$ cat config.mk
export PLATFORM = sky130hd
export DESIGN_NAME = huff_freq_sorter
export DESIGN_NICKNAME = d
export VERILOG_FILES = /design/src/rtl/huff_freq_sorter.sv
export SDC_FILE = /design/constraint.sdc
export NUM_CORES = 2
export LEC_CHECK = 0
export ABC_AREA = 1
export CAP_MARGIN = 10
export CORE_ASPECT_RATIO = 0.9
export CORE_UTILIZATION = 35
export DETAILED_ROUTE_END_ITERATION = 10
export SLEW_MARGIN = 20
export SYNTH_ARGS = -nofsm -noshare
export SYNTH_HDL_FRONTEND = slang
export SYNTH_SLANG_ARGS = --single-unit
$ cat constraint.sdc
create_clock -name clk -period 39 [get_ports clk]
set_clock_uncertainty 0.1 [all_clocks]
set_input_delay 11.7 -clock clk [delete_from_list [all_inputs] [get_ports clk]]
set_output_delay 11.7 -clock clk [all_outputs]
set_load 0.01 [all_outputs]
$ cat src/rtl/huff_freq_sorter.sv
// Counts occurrences of each distinct input symbol, odd-even sorts (weight, symbol) ascending,
// then streams the pairs out under valid/ready; input is accepted only while collecting.
module huff_freq_sorter #(
  parameter int SYM_W   = 8,
  parameter int MAX_SYM = 32,
  parameter int CNT_W   = 8
) (
  input  logic                          clk,
  input  logic                          rst,
  input  logic                          start,
  input  logic                          in_valid,
  input  logic [SYM_W-1:0]              in_data,
  input  logic                          in_last,
  output logic                          in_ready,
  output logic                          out_valid,
  input  logic                          out_ready,
  output logic [SYM_W-1:0]              out_sym,
  output logic [CNT_W-1:0]              out_weight,
  output logic                          out_last,
  output logic                          busy,
  output logic                          done,
  output logic                          overflow,
  output logic [$clog2(MAX_SYM+1)-1:0]  nsym
);
  localparam int NS_W = $clog2(MAX_SYM + 1);
  localparam int IX_W = $clog2(MAX_SYM);

  typedef enum logic [1:0] {S_IDLE, S_COLLECT, S_SORT, S_OUT} state_t;

  state_t           r_state, w_state_nxt;
  logic [SYM_W-1:0] r_sym [MAX_SYM];
  logic [CNT_W-1:0] r_wgt [MAX_SYM];
  logic [SYM_W-1:0] w_sort_sym [MAX_SYM];
  logic [CNT_W-1:0] w_sort_wgt [MAX_SYM];
  logic [NS_W-1:0]  r_nsym, r_idx;
  logic [IX_W-1:0]  r_cnt, w_hit_idx;
  logic             r_out_valid, r_done, r_overflow;
  logic             w_accept, w_hit, w_out_hs, w_last_idx, w_sort_end;

  assign w_accept   = in_valid && (r_state == S_COLLECT);
  assign w_out_hs   = r_out_valid && out_ready;
  assign w_last_idx = (r_idx == r_nsym - NS_W'(1));
  assign w_sort_end = (r_cnt == IX_W'(MAX_SYM - 1));

  always_comb begin
    w_hit     = 1'b0;
    w_hit_idx = '0;
    for (int j = 0; j < MAX_SYM; j++) begin
      if (NS_W'(j) < r_nsym && r_sym[j] == in_data) begin
        w_hit     = 1'b1;
        w_hit_idx = IX_W'(j);
      end
    end
  end

  // Entries at or above nsym stay at the top, so only pairs fully below nsym may swap.
  always_comb begin
    for (int j = 0; j < MAX_SYM; j++) begin
      w_sort_sym[j] = r_sym[j];
      w_sort_wgt[j] = r_wgt[j];
    end
    for (int j = 0; j < MAX_SYM - 1; j++) begin
      if ((j % 2) == int'(r_cnt[0]) && NS_W'(j + 1) < r_nsym &&
          (r_wgt[j] > r_wgt[j+1] || (r_wgt[j] == r_wgt[j+1] && r_sym[j] > r_sym[j+1]))) begin
        w_sort_sym[j]   = r_sym[j+1];
        w_sort_wgt[j]   = r_wgt[j+1];
        w_sort_sym[j+1] = r_sym[j];
        w_sort_wgt[j+1] = r_wgt[j];
      end
    end
  end

  always_ff @(posedge clk or posedge rst) begin
    if (rst) r_state <= S_IDLE;
    else     r_state <= w_state_nxt;
  end

  always_comb begin
    w_state_nxt = r_state;
    case (r_state)
      S_IDLE:    if (start) w_state_nxt = S_COLLECT;
      S_COLLECT: if (w_accept && in_last) w_state_nxt = S_SORT;
      S_SORT:    if (w_sort_end) w_state_nxt = S_OUT;
      S_OUT:     if (w_out_hs && w_last_idx) w_state_nxt = S_IDLE;
      default:   w_state_nxt = S_IDLE;
    endcase
  end

  always_comb begin
    in_ready   = (r_state == S_COLLECT);
    busy       = (r_state != S_IDLE);
    out_valid  = r_out_valid;
    out_sym    = r_out_valid ? r_sym[r_idx[IX_W-1:0]] : '0;
    out_weight = r_out_valid ? r_wgt[r_idx[IX_W-1:0]] : '0;
    out_last   = r_out_valid && w_last_idx;
    done       = r_done;
    overflow   = r_overflow;
    nsym       = r_nsym;
  end

  always_ff @(posedge clk or posedge rst) begin
    if (rst) begin
      for (int j = 0; j < MAX_SYM; j++) begin
        r_sym[j] <= '0;
        r_wgt[j] <= '0;
      end
      r_nsym      <= '0;
      r_idx       <= '0;
      r_cnt       <= '0;
      r_out_valid <= 1'b0;
      r_done      <= 1'b0;
      r_overflow  <= 1'b0;
    end else begin
      r_done <= 1'b0;
      case (r_state)
        S_IDLE: begin
          if (start) begin
            for (int j = 0; j < MAX_SYM; j++) begin
              r_sym[j] <= '0;
              r_wgt[j] <= '0;
            end
            r_nsym     <= '0;
            r_overflow <= 1'b0;
          end
        end
        S_COLLECT: begin
          r_cnt <= '0;
          if (w_accept) begin
            if (w_hit) begin
              if (r_wgt[w_hit_idx] != '1) r_wgt[w_hit_idx] <= r_wgt[w_hit_idx] + CNT_W'(1);
            end else if (r_nsym != NS_W'(MAX_SYM)) begin
              r_sym[r_nsym[IX_W-1:0]] <= in_data;
              r_wgt[r_nsym[IX_W-1:0]] <= CNT_W'(1);
              r_nsym                  <= r_nsym + NS_W'(1);
            end else begin
              r_overflow <= 1'b1;
            end
          end
        end
        S_SORT: begin
          r_cnt <= r_cnt + IX_W'(1);
          for (int j = 0; j < MAX_SYM; j++) begin
            r_sym[j] <= w_sort_sym[j];
            r_wgt[j] <= w_sort_wgt[j];
          end
          if (w_sort_end) begin
            r_out_valid <= 1'b1;
            r_idx       <= '0;
          end
        end
        S_OUT: begin
          if (w_out_hs) begin
            if (w_last_idx) begin
              r_out_valid <= 1'b0;
              r_done      <= 1'b1;
            end else begin
              r_idx <= r_idx + NS_W'(1);
            end
          end
        end
        default: ;
      endcase
    end
  end
endmodule

**Word level (Yosys, flattened, before mapping)**

Cells that the tools add are included.

- Flip-flop bits (word level): 534
- Input bits: 14
- Output and inout port bits: 28
- Word-level logic and storage cells: 714

- Add/sub/neg operators: 5
- Magnitude comparators: 99
- Equal/unequal tests: 115
- Mux-type cells: 179
- Bitwise logic cells: 7
- Reductions and logical operators: 238

Operator list:

| operator | number |
|---|---|
| $mux W256 | 8 |
| $pmux W256 S3 | 2 |
| $mux W16 | 62 |
| $bwmux W256 | 2 |
| $eq A8 B8 Y1 | 63 |
| $gt A8 B8 Y1 | 62 |
| $reduce_and A6 Y1 | 64 |
| $and A224 B224 Y224 | 1 |
| $not A224 Y224 | 1 |
| $logic_and A1 B1 Y1 | 132 |
| $bmux W8 S5 | 3 |
| $mux W5 | 23 |
| $lt A5 B6 Y1 const A | 16 |
| $ne A3 B3 Y1 const B | 30 |
| $demux W8 S5 | 2 |
| $mux W8 | 10 |
| $lt A4 B6 Y1 const A | 8 |
| $mux W1 | 43 |
| $mux W6 | 7 |
| $or A32 B32 Y32 | 1 |
| $logic_or A1 B1 Y1 | 31 |
| $lt A3 B6 Y1 const A | 4 |
| $pmux W6 S2 | 2 |
| $ne A2 B2 Y1 const B | 10 |
| 30 further kinds | 56 |

**Logic depth before layout (Yosys ltp)**

- Word-level depth: 43
- Mapped depth: 62
- Gate-level depth less buffers: 57

**Least setup slack after synthesis**

OpenSTA, ideal clock, no wires.

- Kind: input -> register
- From: input port in_data[0]
- To: register r_wgt[54] (netlist bit)
- Data arrival time: 16194 ps
- Data required time: 38783 ps
- Slack: 22590 ps
- Stages on the path: 51
- Path buffers: 7
- Cells stage by stage: buf_2 > buf_2 > xor2_1 > nor4_1 > nand4_1 > nand2_1 > nand2_1 > nand2_1 > nand2_1 > nand2_1 > nand2_1 > nand2_1 > nand2_1 > nand2_1 > nand2_1 > nand2_1 > nand2_1 > nand2_1 > [... 15 more ...] > nand2_1 > nand2_1 > nand2_1 > nand2_1 > nor2_1 > nand2_2 > clkbuf_1 > ha_1 > inv_1 > nor2_1 > nand2_2 > nor2_2 > nand3_4 > buf_8 > nand3b_4 > nor2_4 > nand2_1 > nand2_1

- Word-level cells in the longest chain between the ends: 43
- Elaborated cells on any way between the ends: 146
- Those cells by class: add/sub (1); order compare (2); eq/ne (35); mux (73); bitwise (1); reduce/logical (34)

Ends and longest elaborated chain:

| element | line | source |
|---|---|---|
| start, declared | 12 | `input logic [SYM_W-1:0] in_data,` |
| $eq A8 B8 Y1 | 49 | `if (NS_W'(j) < r_nsym && r_sym[j] == in_data) begin` |
| $logic_and A1 B1 Y1 | 49 |  |
| $mux W1 | 49 |  |
| $mux W2 (2 in a row) | 49 |  |
| $mux W3 (4 in a row) | 49 |  |
| $mux W4 | 49 |  |
| $mux W5 (23 in a row) | 49 |  |
| $not A5 Y6 (implied by the code) | 130 | `if (r_wgt[w_hit_idx] != '1) r_wgt[w_hit_idx] <= r_wgt[w_hit_idx] + CNT_W'(1);` |
| $bmux W8 S5 (tied with other cells) | 130 |  |
| $mux W8 (implied by the code) or $logic_and A1 B1 Y1 (tied branches) | 130 |  |
| $mux W8 (implied by the code) | 130 |  |
| $add A8 B1 Y8 or $demux W8 S5 (tied branches) | 130 |  |
| $bwmux W256 | 130 |  |
| $mux W256 | 130 |  |
| $mux W256 | 129 | `if (w_hit) begin` |
| $mux W256 | 128 | `if (w_accept) begin` |
| $pmux W256 S3 | 115 | `case (r_state)` |
| end signal, assigned by index | 144 | `r_wgt[j] <= w_sort_wgt[j];` |
| end, declared | 32 | `logic [CNT_W-1:0] r_wgt [MAX_SYM];` |

Several ways; a longest one is shown, not always the timed one. The select of a mux whose other input is x is not followed.
A chain may end at the register's enable or synchronous reset.

**Worst setup path in the final report**

- From: input port in_data[6]
- To: register r_wgt[245] (netlist bit)

Same word-level chain as after synthesis.

==> impl_metrics.ini <==
[logic_synthesis]
ys_types = 58
synth_area_per_cell_um2 = 6.31
yosysTopAreaCell = dfrtp_1
yosys-top-cells-area = dfrtp_1 (22%), nand2_1 (17%), o21ai_0 (10%), ha_1 (10%), a21oi_1 (8.5%)
ys_seq_elements = 534
synth_most_common_cell = nand2_1
synth_common_cells = nand2_1 (2802), o21ai_0 (1275), a21oi_1 (1052)
synth-edff-count = 0
ys.flop_type = dfrtp_1
synth_top_area_share_pct = 21.6
netlist_instances = 9816
async_reset_ff_share_pct = 100
yosysSeqAreaShare_pct = 21.6
synth_area_um2 = 61900
syn_nets = 10300
synth_warnings = 0

[critical_path]
setup.worst_path.end_class = flip-flop
cpMostUsedCell = nand2_1
crit_required_ns = 39.55
crit_fanout = 66
slowest_delay_ns = 0.83
arrival_ns = 21.67
critPathLaunchType = primary input
critical_path.slowest_cell = buf_4
worstSetupPathType = in2reg
rrSetupSlack_ns = 28.26
crit_start = in_data[6]
r2r_start = nsym[4]

[flow_run]
max_cap_viol_count = 0

[cts]
clockRootBuffer = clkbuf_16
cts_tree = built
clkTransAtPathRegs_ns = 0.05
clockBufferDepth = 3
post_cts_buffers = 0
postCtsHoldBufs = 0
h-tree-depth = 3
worst_skew_pair.late_latency_ns = 0.77
cts_made_buffers = 75
ctsResizeCount = 0
cts_sinks = 534

[timing]
fin_crit_sh_pct = 54.1
timing.fmax_mhz = 47.4
setup_tns_ns = 0
slew_viol_final = 0
hold_viol = 0
min_period_ns = 21.12
slew_headroom_pct = 11.6
rsz0062_at_grt = no
holdWs_ns = 0.393
worst_pin_slew_ns = 1.32
setup_viol = 0

[pwr]
p_int_w = 0.00137
combinationalPowerShare_pct = 57.1
switchingPower_w = 0.00176
switching_share_pct = 56.1
powerDensity_nw_per_um2 = 46.8
max-vdd-ir-drop_v = 0.0000448
pwr-share-clk_pct = 22.9
pwr-share-seq_pct = 19.9
total_power_w = 0.00313
power.leakage_nw = 28.6

[worst_hold_path]
hold_start = r_cnt[4]
hold_class = reg2reg

[global_route]
grt_max_degree = 148
grt_overflow = 0
antenna_found_initial = 14
grt_pass1_wl_um = 493000
grt_pass1_vias = 70600
grt_usage_pct = 36.7

[floorplanning]
core_area_um2 = 176000
num_io_pins = 42
fp.dieArea_um2 = 179000
die_w_um = 445
row_count = 146
start_util_pct = 35.2
die_y_um = 401

[placement]
globalplace.congestion = 1.05
place_hpwl_um = 247000
port-buffer-count = 41

[routing]
drtIter0Drc = 12300
vias = 77700
viasPerCell = 6.50
drc = 0
ant_nets = 0
drt_wl_total_um = 343000
drt_first_pass_iters = 9
wl_per_cell_um = 28.7

[cells_and_area]
area_delta_synth_final_pct = 7.92
final_layout_size_suffix_gt1_share_pct = 4.91
nets = 10100

[run_status]
status = completed
-- layout make-up --
class	count	area, um^2
Sequential cell	534	13400
Inverter	866	3290
Multi-Input combinational cell	7830	43000
Timing Repair Buffer	223	1750
Clock inverter	23	181
Clock buffer	107	2270
Antenna cell	7	17.5
Tap cell	2368	2960
Fill cell	19100	109000
-- cells in the final DEF (no fill, tap or decap), types with 28 or more instances in the layout --
cell             netlist  final
ha_1                 510    507
a22oi_1               38     38
nor2_1               302    292
nand4_1              113    113
clkinv_1              51     48
o21ai_1               61     65
nand2_1             2802   2797
a32oi_1              200    200
a21oi_1             1052   1050
nand3_1              462    461
o22ai_1              248    248
nor3_1               116    115
o311ai_0              79     79
xnor2_1               34     34
o211ai_1             101    101
nand3b_4              28     28
buf_4                 10    181
dfrtp_1              534    531
inv_1                786    779
nor2_4                32     33
xor2_1                99     99
clkdlybuf4s50_1        0     33
inv_2                 29     31
clkbuf_16              0     77
o21ai_0             1275   1271
a31oi_1               92     92
-- power by group through the flow --
stage / combinational, W / sequential [W] / clock (W)
after global placement: 0.00168 / 0.000630 / 0
after CTS: 0.00168 / 0.000621 / 0.000724
final: 0.00179 / 0.000624 / 0.000718
after global routing: 0.00185 / 0.000624 / 0.000743
after detailed placement: 0.00168 / 0.000631 / 0
after floorplan: 0.00105 / 0.000607 / 0
-- critical path, delay by kind of cell --
kind	cells	cell delay [ns]
and+or+nand+nor	49	5.46
buffers and inverters	10	4.07
adders and majority gates	1	0.20
-- registers in the layout, indices dropped and copies added, names as in the netlist --
| register | flops |
|---|---|
| r_wgt | 256 |
| overflow | 1 |
| nsym | 6 |
| r_idx | 6 |
| r_cnt | 5 |
| r_sym | 256 |
| out_valid | 1 |
| r_state | 2 |
| done | 1 |
-- through the flow --
step | setup slack (ns) | std cells | instance area (um^2) | util (%)
2_1_floorplan | 12.28 | 9816 | 61900 | -
3_3_place_gp | 17.54 | 11800 | 64300 | 36.6
3_5_place_dp | 17.51 | 11800 | 64300 | 36.6
4_1_cts | 18.24 | 11900 | 66800 | 38.0
5_1_grt | 17.51 | 12000 | 66800 | 38.0
6_report | 17.88 | 12000 | 66800 | 38.0
-- routing by layer --
metal  global-route usage [%]  vias up  share of wire (%)  wire length, um
li1                         -    33700                  -                -
met1                     50.7    36700                 40           137000
met2                     50.4     6231                 39           134000
met3                     12.4     1100                 15            51500
met4                     17.8       12                5.8            19800
met5                    0.161        -              0.035              119
-- final timing paths --
kind,end,cells past startpoint
worst min-delay path,r_cnt[4],2
worst max register to register,r_wgt[245],58
min in group asynchronous,r_sym[212],2
worst max-delay path,r_wgt[245],60
worst min register to register,r_cnt[4],2
max in group asynchronous,r_wgt[8],5
-- kinds of logic after synthesis --
logic type	after synthesis	share of synthesized area (%)
compound gates	3272	30.2
buf+inv	1452	9.25
simple gates	3915	26.8
xor+xnor	133	1.88
flops	534	21.6
fa+ha+maj	510	10.3
Note: power is estimated with default switching activity, not from simulation.
